[src/rtl/prio_arbiter_reg.sv]
// prio_arbiter_reg: registered N-way request arbiter with fixed-priority
// (highest index wins) and round-robin modes. A winner is latched and held
// until the holder acknowledges. All outputs come from flops.
//
// state   | meaning
// --------+----------------------------------------------------------
// S_IDLE  | no grant held; arbitrates req each cycle while en=1
// S_GRANT | grant_idx latched and held until ack=1 is sampled
module prio_arbiter_reg #(
    parameter int N_REQ = 8,
    parameter int IDX_W = $clog2(N_REQ)
) (
    input  logic             clk,
    input  logic             reset,
    input  logic             en,
    input  logic             mode,
    input  logic [N_REQ-1:0] req,
    input  logic             ack,
    output logic             grant_valid,
    output logic [IDX_W-1:0] grant_idx,
    output logic [N_REQ-1:0] grant_onehot,
    output logic             idle
);

    typedef enum logic {S_IDLE = 1'b0, S_GRANT = 1'b1} state_t;

    state_t           state;
    state_t           state_next;
    logic [IDX_W-1:0] rr_ptr;
    logic [IDX_W-1:0] ptr_next;
    logic [IDX_W-1:0] winner;
    logic             idle_q;

    // Winner from the current request vector: highest set bit in fixed mode,
    // first set bit at or above rr_ptr (wrapping) in round-robin mode.
    always_comb begin
        int j;
        winner = '0;
        j      = 0;
        if (!mode) begin
            for (int i = 0; i < N_REQ; i++) begin
                if (req[i]) winner = IDX_W'(i);
            end
        end else begin
            // Scan from the far end so the nearest hit to rr_ptr is assigned last.
            for (int k = N_REQ - 1; k >= 0; k--) begin
                j = int'(rr_ptr) + k;
                if (j >= N_REQ) j = j - N_REQ;
                if (req[j]) winner = IDX_W'(j);
            end
        end
    end

    // Pointer advances past the released holder; explicit wrap keeps it below
    // N_REQ for non-power-of-2 channel counts.
    always_comb begin
        ptr_next = (grant_idx == IDX_W'(N_REQ - 1)) ? '0 : grant_idx + 1'b1;
    end

    // Next-state decision.
    always_comb begin
        state_next = state;
        case (state)
            S_IDLE:  if (en && (req != '0)) state_next = S_GRANT;
            S_GRANT: if (ack)               state_next = S_IDLE;
            default:                        state_next = S_IDLE;
        endcase
    end

    // State register plus the latched grant index, idle flag and rr pointer.
    always_ff @(posedge clk) begin
        if (reset) begin
            state     <= S_IDLE;
            grant_idx <= '0;
            idle_q    <= 1'b0;
            rr_ptr    <= '0;
        end else begin
            state <= state_next;
            case (state)
                S_IDLE: begin
                    if (en && (req != '0)) grant_idx <= winner;
                    idle_q <= en && (req == '0);
                end
                S_GRANT: begin
                    idle_q <= 1'b0;
                    if (ack) rr_ptr <= ptr_next;
                end
                default: idle_q <= 1'b0;
            endcase
        end
    end

    // Outputs decoded purely from registers; grant_idx keeps its value after release.
    always_comb begin
        grant_valid  = (state == S_GRANT);
        idle         = idle_q;
        grant_onehot = '0;
        if (state == S_GRANT) grant_onehot[grant_idx] = 1'b1;
    end

endmodule

[config.mk]
export PLATFORM = sky130hd
export DESIGN_NAME = prio_arbiter_reg
export DESIGN_NICKNAME = d
export VERILOG_FILES = /design/src/rtl/prio_arbiter_reg.sv
export SDC_FILE = /design/constraint.sdc
export NUM_CORES = 1
export LEC_CHECK = 0
export CELL_PAD_IN_SITES_DETAIL_PLACEMENT = 0
export CELL_PAD_IN_SITES_GLOBAL_PLACEMENT = 1
export CORE_MARGIN = 4
export CORE_UTILIZATION = 40
export CTS_BUF_LIST = sky130_fd_sc_hd__clkbuf_8
export CTS_CLUSTER_SIZE = 14
export DETAILED_ROUTE_END_ITERATION = 6
export GPL_ROUTABILITY_DRIVEN = 0
export GPL_TIMING_DRIVEN = 0
export HOLD_SLACK_MARGIN = 0.12
export PLACE_DENSITY_LB_ADDON = 0.1
export REMOVE_ABC_BUFFERS = 1
export SKIP_LAST_GASP = 1
export SYNTH_ARGS = -nofsm -noshare
export SYNTH_HDL_FRONTEND = slang
export SYNTH_SLANG_ARGS = --single-unit
[constraint.sdc]
create_clock -name clk -period 3.5 [get_ports clk]
set_clock_uncertainty 0.05 [all_clocks]
set_input_delay 0.35 -clock clk [delete_from_list [all_inputs] [get_ports clk]]
set_output_delay 0.35 -clock clk [all_outputs]
set_load 0.05 [all_outputs]
==> run summary, run 1 <==
Post-Route WL: 3830 um
initial antenna violation count: 0
cells after synthesis: 170
CP endpoint kind: flip-flop
I/O pins: 26
Netlist cell types: 51
First-pass DRT Iterations: 4
pwr dens: 268 mW/mm2
Post-DRT Antenna Nets: 0
Fillers: 353
Yosys warnings: 0
CTS Hold Bufs: 0
xor and xnor area share after synthesis: 2.49%
worst setup margin: 227 ps
peak supply drop: 0.153 mV
CP max-delay cell: mux4_2
clk buf depth: 2
Layout area overhead: 20.5%
Post-DP HPWL: 2960 um
number of cell rows: 21
leakage power: 0.558 nW
vias: 1,400
fmax: 0.306 GHz
CTS Buf Count: 3
vias per inst: 6.01
H-tree depth: 1
first-pass GRT wire length: 6510 um
starting DRC count in detailed routing: 59
Avg WL per Cell: 16.4 um
setup TNS: 0 ps
final setup fails: 0
asr flop ratio synth: 0%
Clock Latency Late Sink: 220 ps
Die H: 67.3 um
multi-input logic area: 0.00116 mm2
slowest stage delay, CP: 670 ps
Most used DFF post-synth: dfxtp_1
setup bufs post-CTS: 0
clock net sink count: 8
Compound-Gate Fraction of Synth Area: 22.8%
Synth Register Bits: 8
pin count of the biggest net entering global routing: 21
I/O Buffers: 25
Root Buffer: clkbuf_8
Slew @ Worst Pin: 882 ps
status: complete, no violations
Ant. Diodes: 0
Die W: 67.3 um
sequential area share after synthesis: 11.4%
Post-Synth Adder-Cell Area: 3.55%
layout cells sized above 1: 15.0%
WP data arrival: 3340 ps
Slew Viols, Final: 0
initial cell density of the core: 41.9%
Total Routing Usage GR: 18.3%
global route overflow: 0
mux contribution to synthesized area: 28.8%
area occupied by registers: 163 um2
CP Launch Type: flip-flop
CP cell instances: inv_1, ha_1, mux4_2, mux2_2, a211oi_1, o21ai_1, and4_4, a31o_1
area of the mapped netlist: 0.00141 mm2
Final Hold Vio Count: 0
largest family of logic cells by synthesized area: multiplexers
Resized cells post-CTS: 1
Worst EP required: 3560 ps
die area: 0.00454 mm2
clock slew seen by the registers of the worst setup and hold paths: 40 ps
Nets: 206
CP max FO: 17
final period utilization: 93.5%
Mean Syn Cell Area: 8.29 um2
RSZ-0062 raised after global routing: no
post-synthesis simple-gate area fraction: 24.7%
DRC: 0
Post-synth EDFFs: 0
Slew Limit Headroom: 41.1%
CORE AREA: 0.00336 mm2
vias in the first global route: 1,395
worst hold path class: flip-flop to flip-flop
CTS tree: yes
Max-Cap Viols: 0
crit path time final: 3270 ps
pre-CTS setup slack: -114 ps
kind of critical path: flip-flop to flip-flop
## logic make-up after synthesis
| group | after synthesis |
|---|---|
| simple gates | 71 |
| xor+xnor | 4 |
| compound gates | 41 |
| fa+ha+maj | 4 |
| mux | 24 |
| buf+inv | 18 |
| flops | 8 |
## critical path: cells and delay by family, from the launching register on
kind                     cells  cell delay [ps]
AO/OA/AOI/OAI                3              540
AND/OR/NAND/NOR              1              200
flip-flops                   1              590
buffers and inverters        1              180
multiplexers                 2              970
adder cells (fa/ha/maj)      1              620
## registers in the layout, indices dropped and copies added, names as in the netlist
| name | flops |
|---|---|
| grant_idx | 3 |
| rr_ptr | 3 |
| grant_valid | 1 |
| idle | 1 |
## per-layer routing
| layer | track usage (%) | vias to the layer above | part of all wire (%) |
|---|---|---|---|
| met5 | 0 | - | 0 |
| met4 | 1.77 | 0 | 0 |
| met3 | 3.16 | 0 | 6.7 |
| met2 | 30.6 | 65 | 48 |
| met1 | 25.5 | 657 | 46 |
| li1 | - | 678 | - |
## report_power, final
group / internal, mW / switching, mW / total [mW]
combinational: 0.101 / 0.130 / 0.231
clock: 0.0743 / 0.0341 / 0.108
sequential: 0.0979 / 0.0177 / 0.116
total: 0.273 / 0.182 / 0.455
## through the flow
step | util [%] | area (um2) | hold slack, ps | power (mW) | cells
after CTS | 50.4 | 1700 | 535 | 0.458 | 233
after floorplan | - | 1350 | 369 | 0.274 | 159
after detailed placement | 49.2 | 1650 | 526 | 0.347 | 230
after global routing | 50.5 | 1700 | 584 | 0.484 | 233
final | 50.5 | 1700 | 533 | 0.455 | 233
after global placement | 49.2 | 1650 | 510 | 0.343 | 230
## final cells by class
cell class | count | share of cell area, %
multi-input combinational | 144 | 68.3
inverter | 7 | 1.55
sequential | 8 | 9.58
clock buffer | 3 | 2.43
timing repair buffer | 25 | 14.7
tap | 46 | 3.39
## Yosys cell counts, drive strengths merged, types with 2 or more instances
master	count	area, um2
nor2b	4	25.0
nand2b	8	50.1
xor2	3	26.3
nor4	2	12.5
o21ai	7	35.0
a221o	2	20.0
a2111oi	2	37.5
ha	4	50.1
mux2i	6	63.8
nand3	6	30.0
nor2	19	71.3
mux2	6	67.6
inv	7	26.3
a211oi	2	15.0
mux4	12	274
a21oi	12	60.1
clkbuf	4	15.0
or2	2	12.5
dfxtp	8	160
nor3	9	45.0
buf	7	47.5
nand2	16	60.1
## final timing paths
path | slack (ps) | startpoint | cells past startpoint | end
setup reg to reg | 230 | rr_ptr[0] | 8 | grant_idx[0]
hold reg to reg | 530 | grant_valid | 2 | grant_valid
hold / removal | 530 | grant_valid | 2 | grant_valid
setup / recovery | 230 | rr_ptr[0] | 8 | grant_idx[0]
## layout by cell type (no fill, tap or decap), types with 3 or more instances in the layout
cell type	instances
clkdlybuf4s50_1	25
nor2_1	19
nand2_1	16
a21oi_1	12
mux4_2	11
nor3_1	9
nand2b_1	8
inv_1	7
nand3_1	6
dfxtp_1	6
o21ai_0	5
mux2i_1	5
mux2_2	5
nor2b_1	4
ha_1	4
xor2_1	3
clkbuf_8	3
(Power assumes the default switching activity.)
==> run 2, diff against run 1 <==
- SLEW_MARGIN: default -> 20
==> results of run 2 <==
No change in the layout: final DEF, timing and power equal those of run 1.
==> run 3, diff against run 2 <==
- PLACE_DENSITY: default -> 0.82
- PLACE_DENSITY_LB_ADDON: 0.1 -> default
==> run 3 against run 2 <==
Against the previous run:
- final area stayed put
- via count increased by 1.7%
- flip-flop and latch count unchanged
- sequential power hardly changed
- first-iteration DRC count rose by 17%
- worst hold slack lost 20 ps
- total power up 0.66%
- final cell count unchanged
- sequential share of layout area is the same
- maximum frequency decreased by 0.27%
- critical path depth shrank 1
- largest power group unchanged
- critical path type unchanged
==> run summary, run 3 (synthesized netlist as in run 1, its figures left out) <==
status: complete, no violations (unchanged)
clock slew seen by the registers of the worst setup and hold paths: 40 ps (about the same)
CP Launch Type: flip-flop (unchanged)
Slew Viols, Final: 0 (unchanged)
Total Routing Usage GR: 18.1% (was 18.3%)
number of cell rows: 21 (unchanged)
Layout area overhead: 20.5% (unchanged)
highest-count cells in the layout ignoring fill and taps: clkdlybuf4s50_1, nor2_1, nand2_1 (unchanged)
vias per inst: 6.11 (was 6.01)
Nets: 206 (unchanged)
Slew @ Worst Pin: 856 ps (was 882 ps)
First-pass DRT Iterations: 4 (unchanged)
initial antenna violation count: 0 (unchanged)
Die W: 67.3 um (unchanged)
Post-DRT Antenna Nets: 0 (unchanged)
I/O pins: 26 (unchanged)
Root Buffer: clkbuf_8 (unchanged)
Post-DP HPWL: 2980 um (was 2960 um)
CP max FO: 17 (unchanged)
clock net sink count: 8 (unchanged)
Post-Route WL: 3870 um (was 3830 um)
first-pass GRT wire length: 6420 um (was 6510 um)
global route overflow: 0 (unchanged)
pre-CTS setup slack: -92.3 ps (was -114 ps)
Worst EP required: 3550 ps (was 3560 ps)
worst hold path class: flip-flop to flip-flop (unchanged)
pwr dens: 270 mW/mm2 (was 268 mW/mm2)
initial cell density of the core: 41.9% (unchanged)
CORE AREA: 0.00336 mm2 (unchanged)
vias: 1,424 (was 1,400)
Ant. Diodes: 0 (unchanged)
crit path time final: 3280 ps (was 3270 ps)
CTS Buf Count: 3 (unchanged)
H-tree depth: 1 (unchanged)
clk buf depth: 2 (unchanged)
fmax: 0.305 GHz (was 0.306 GHz)
area occupied by registers: 163 um2 (unchanged)
Largest regs: grant_idx x3, rr_ptr x3 (unchanged)
RSZ-0062 raised after global routing: no (unchanged)
DRC: 0 (unchanged)
leakage power: 0.558 nW (unchanged)
CTS tree: yes (unchanged)
kind of critical path: flip-flop to flip-flop (unchanged)
WP data arrival: 3330 ps (was 3340 ps)
Fillers: 342 (was 353)
Final Hold Vio Count: 0 (unchanged)
die area: 0.00454 mm2 (unchanged)
commonest non-fill, non-tap cell in the layout: clkdlybuf4s50_1 (unchanged)
final setup fails: 0 (unchanged)
peak supply drop: 0.271 mV (was 0.153 mV)
Slew Limit Headroom: 42.9% (was 41.1%)
vias in the first global route: 1,349 (was 1,395)
multi-input logic area: 0.00116 mm2 (unchanged)
layout cells sized above 1: 15.0% (unchanged)
CP endpoint kind: flip-flop (unchanged)
worst setup margin: 218 ps (was 227 ps)
I/O Buffers: 25 (unchanged)
Avg WL per Cell: 16.6 um (was 16.4 um)
starting DRC count in detailed routing: 69 (was 59)
final period utilization: 93.8% (was 93.5%)
Min Hold Slack: 513 ps (was 533 ps)
Max-Cap Viols: 0 (unchanged)
Core Util, Final: 50.5% (unchanged)
Die H: 67.3 um (unchanged)
pin count of the biggest net entering global routing: 21 (unchanged)
Clock Latency Late Sink: 230 ps (was 220 ps)
run 3: cell counts in the layout (fill, tap and decap cells not counted):
No cell type changed its count.
run 3: final timing paths:
check,endpoint,slack (ps),cells after the start,start
setup / recovery,grant_idx[1],220,7,rr_ptr[0]
hold / removal,rr_ptr[1],510,2,grant_valid
setup reg to reg,grant_idx[1],220,7,rr_ptr[0]
hold reg to reg,rr_ptr[1],510,2,grant_valid
run 3: metal layers:
layer | vias up | part of all wire (%) | GRT usage, %
met1 | 692 | 44 | 25.3
met3 | 4 | 5.2 | 2.50
met5 | - | 0 | 0
met4 | 0 | 0.88 | 2.53
li1 | 678 | - | -
met2 | 50 | 50 | 30.3
run 3: timing repair:
action	CTS	global route
endpoints found under the setup margin	2	3
setup buffers	0	0
resized for setup	1	1
hold buffers	0	0
run 3: report_power, final:
group          total [mW]  internal, mW  switching [mW]
clock               0.110        0.0744          0.0352
sequential          0.116        0.0979          0.0181
combinational       0.233         0.101           0.132
total               0.458         0.273           0.185
run 3: final cells by class:
| cell class | count | share of cell area (%) |
|---|---|---|
| Clock buffer | 3 | 2.43 |
| Inverter | 7 | 1.55 |
| Timing Repair Buffer | 25 | 14.7 |
| Tap cell | 46 | 3.39 |
| Multi-Input combinational cell | 144 | 68.3 |
| Sequential cell | 8 | 9.58 |
run 3: worst max-delay path: stages (launching register included):
cell and delay (ps):
dfxtp_2 590, inv_1 170, ha_1 640, mux4_2 670, mux2_2 320, o22a_1 210, o41ai_2 410, a2bb2oi_2 90
run 3: metrics by stage:
stage | cells | TNS, ps | total power, mW | area [um2]
after floorplan | 159 | 0 | 0.274 | 1350
after global placement | 230 | -78.3 | 0.342 | 1650
after detailed placement | 230 | -170 | 0.348 | 1650
after CTS | 233 | 0 | 0.458 | 1700
after global routing | 233 | 0 | 0.486 | 1700
final | 233 | 0 | 0.458 | 1700
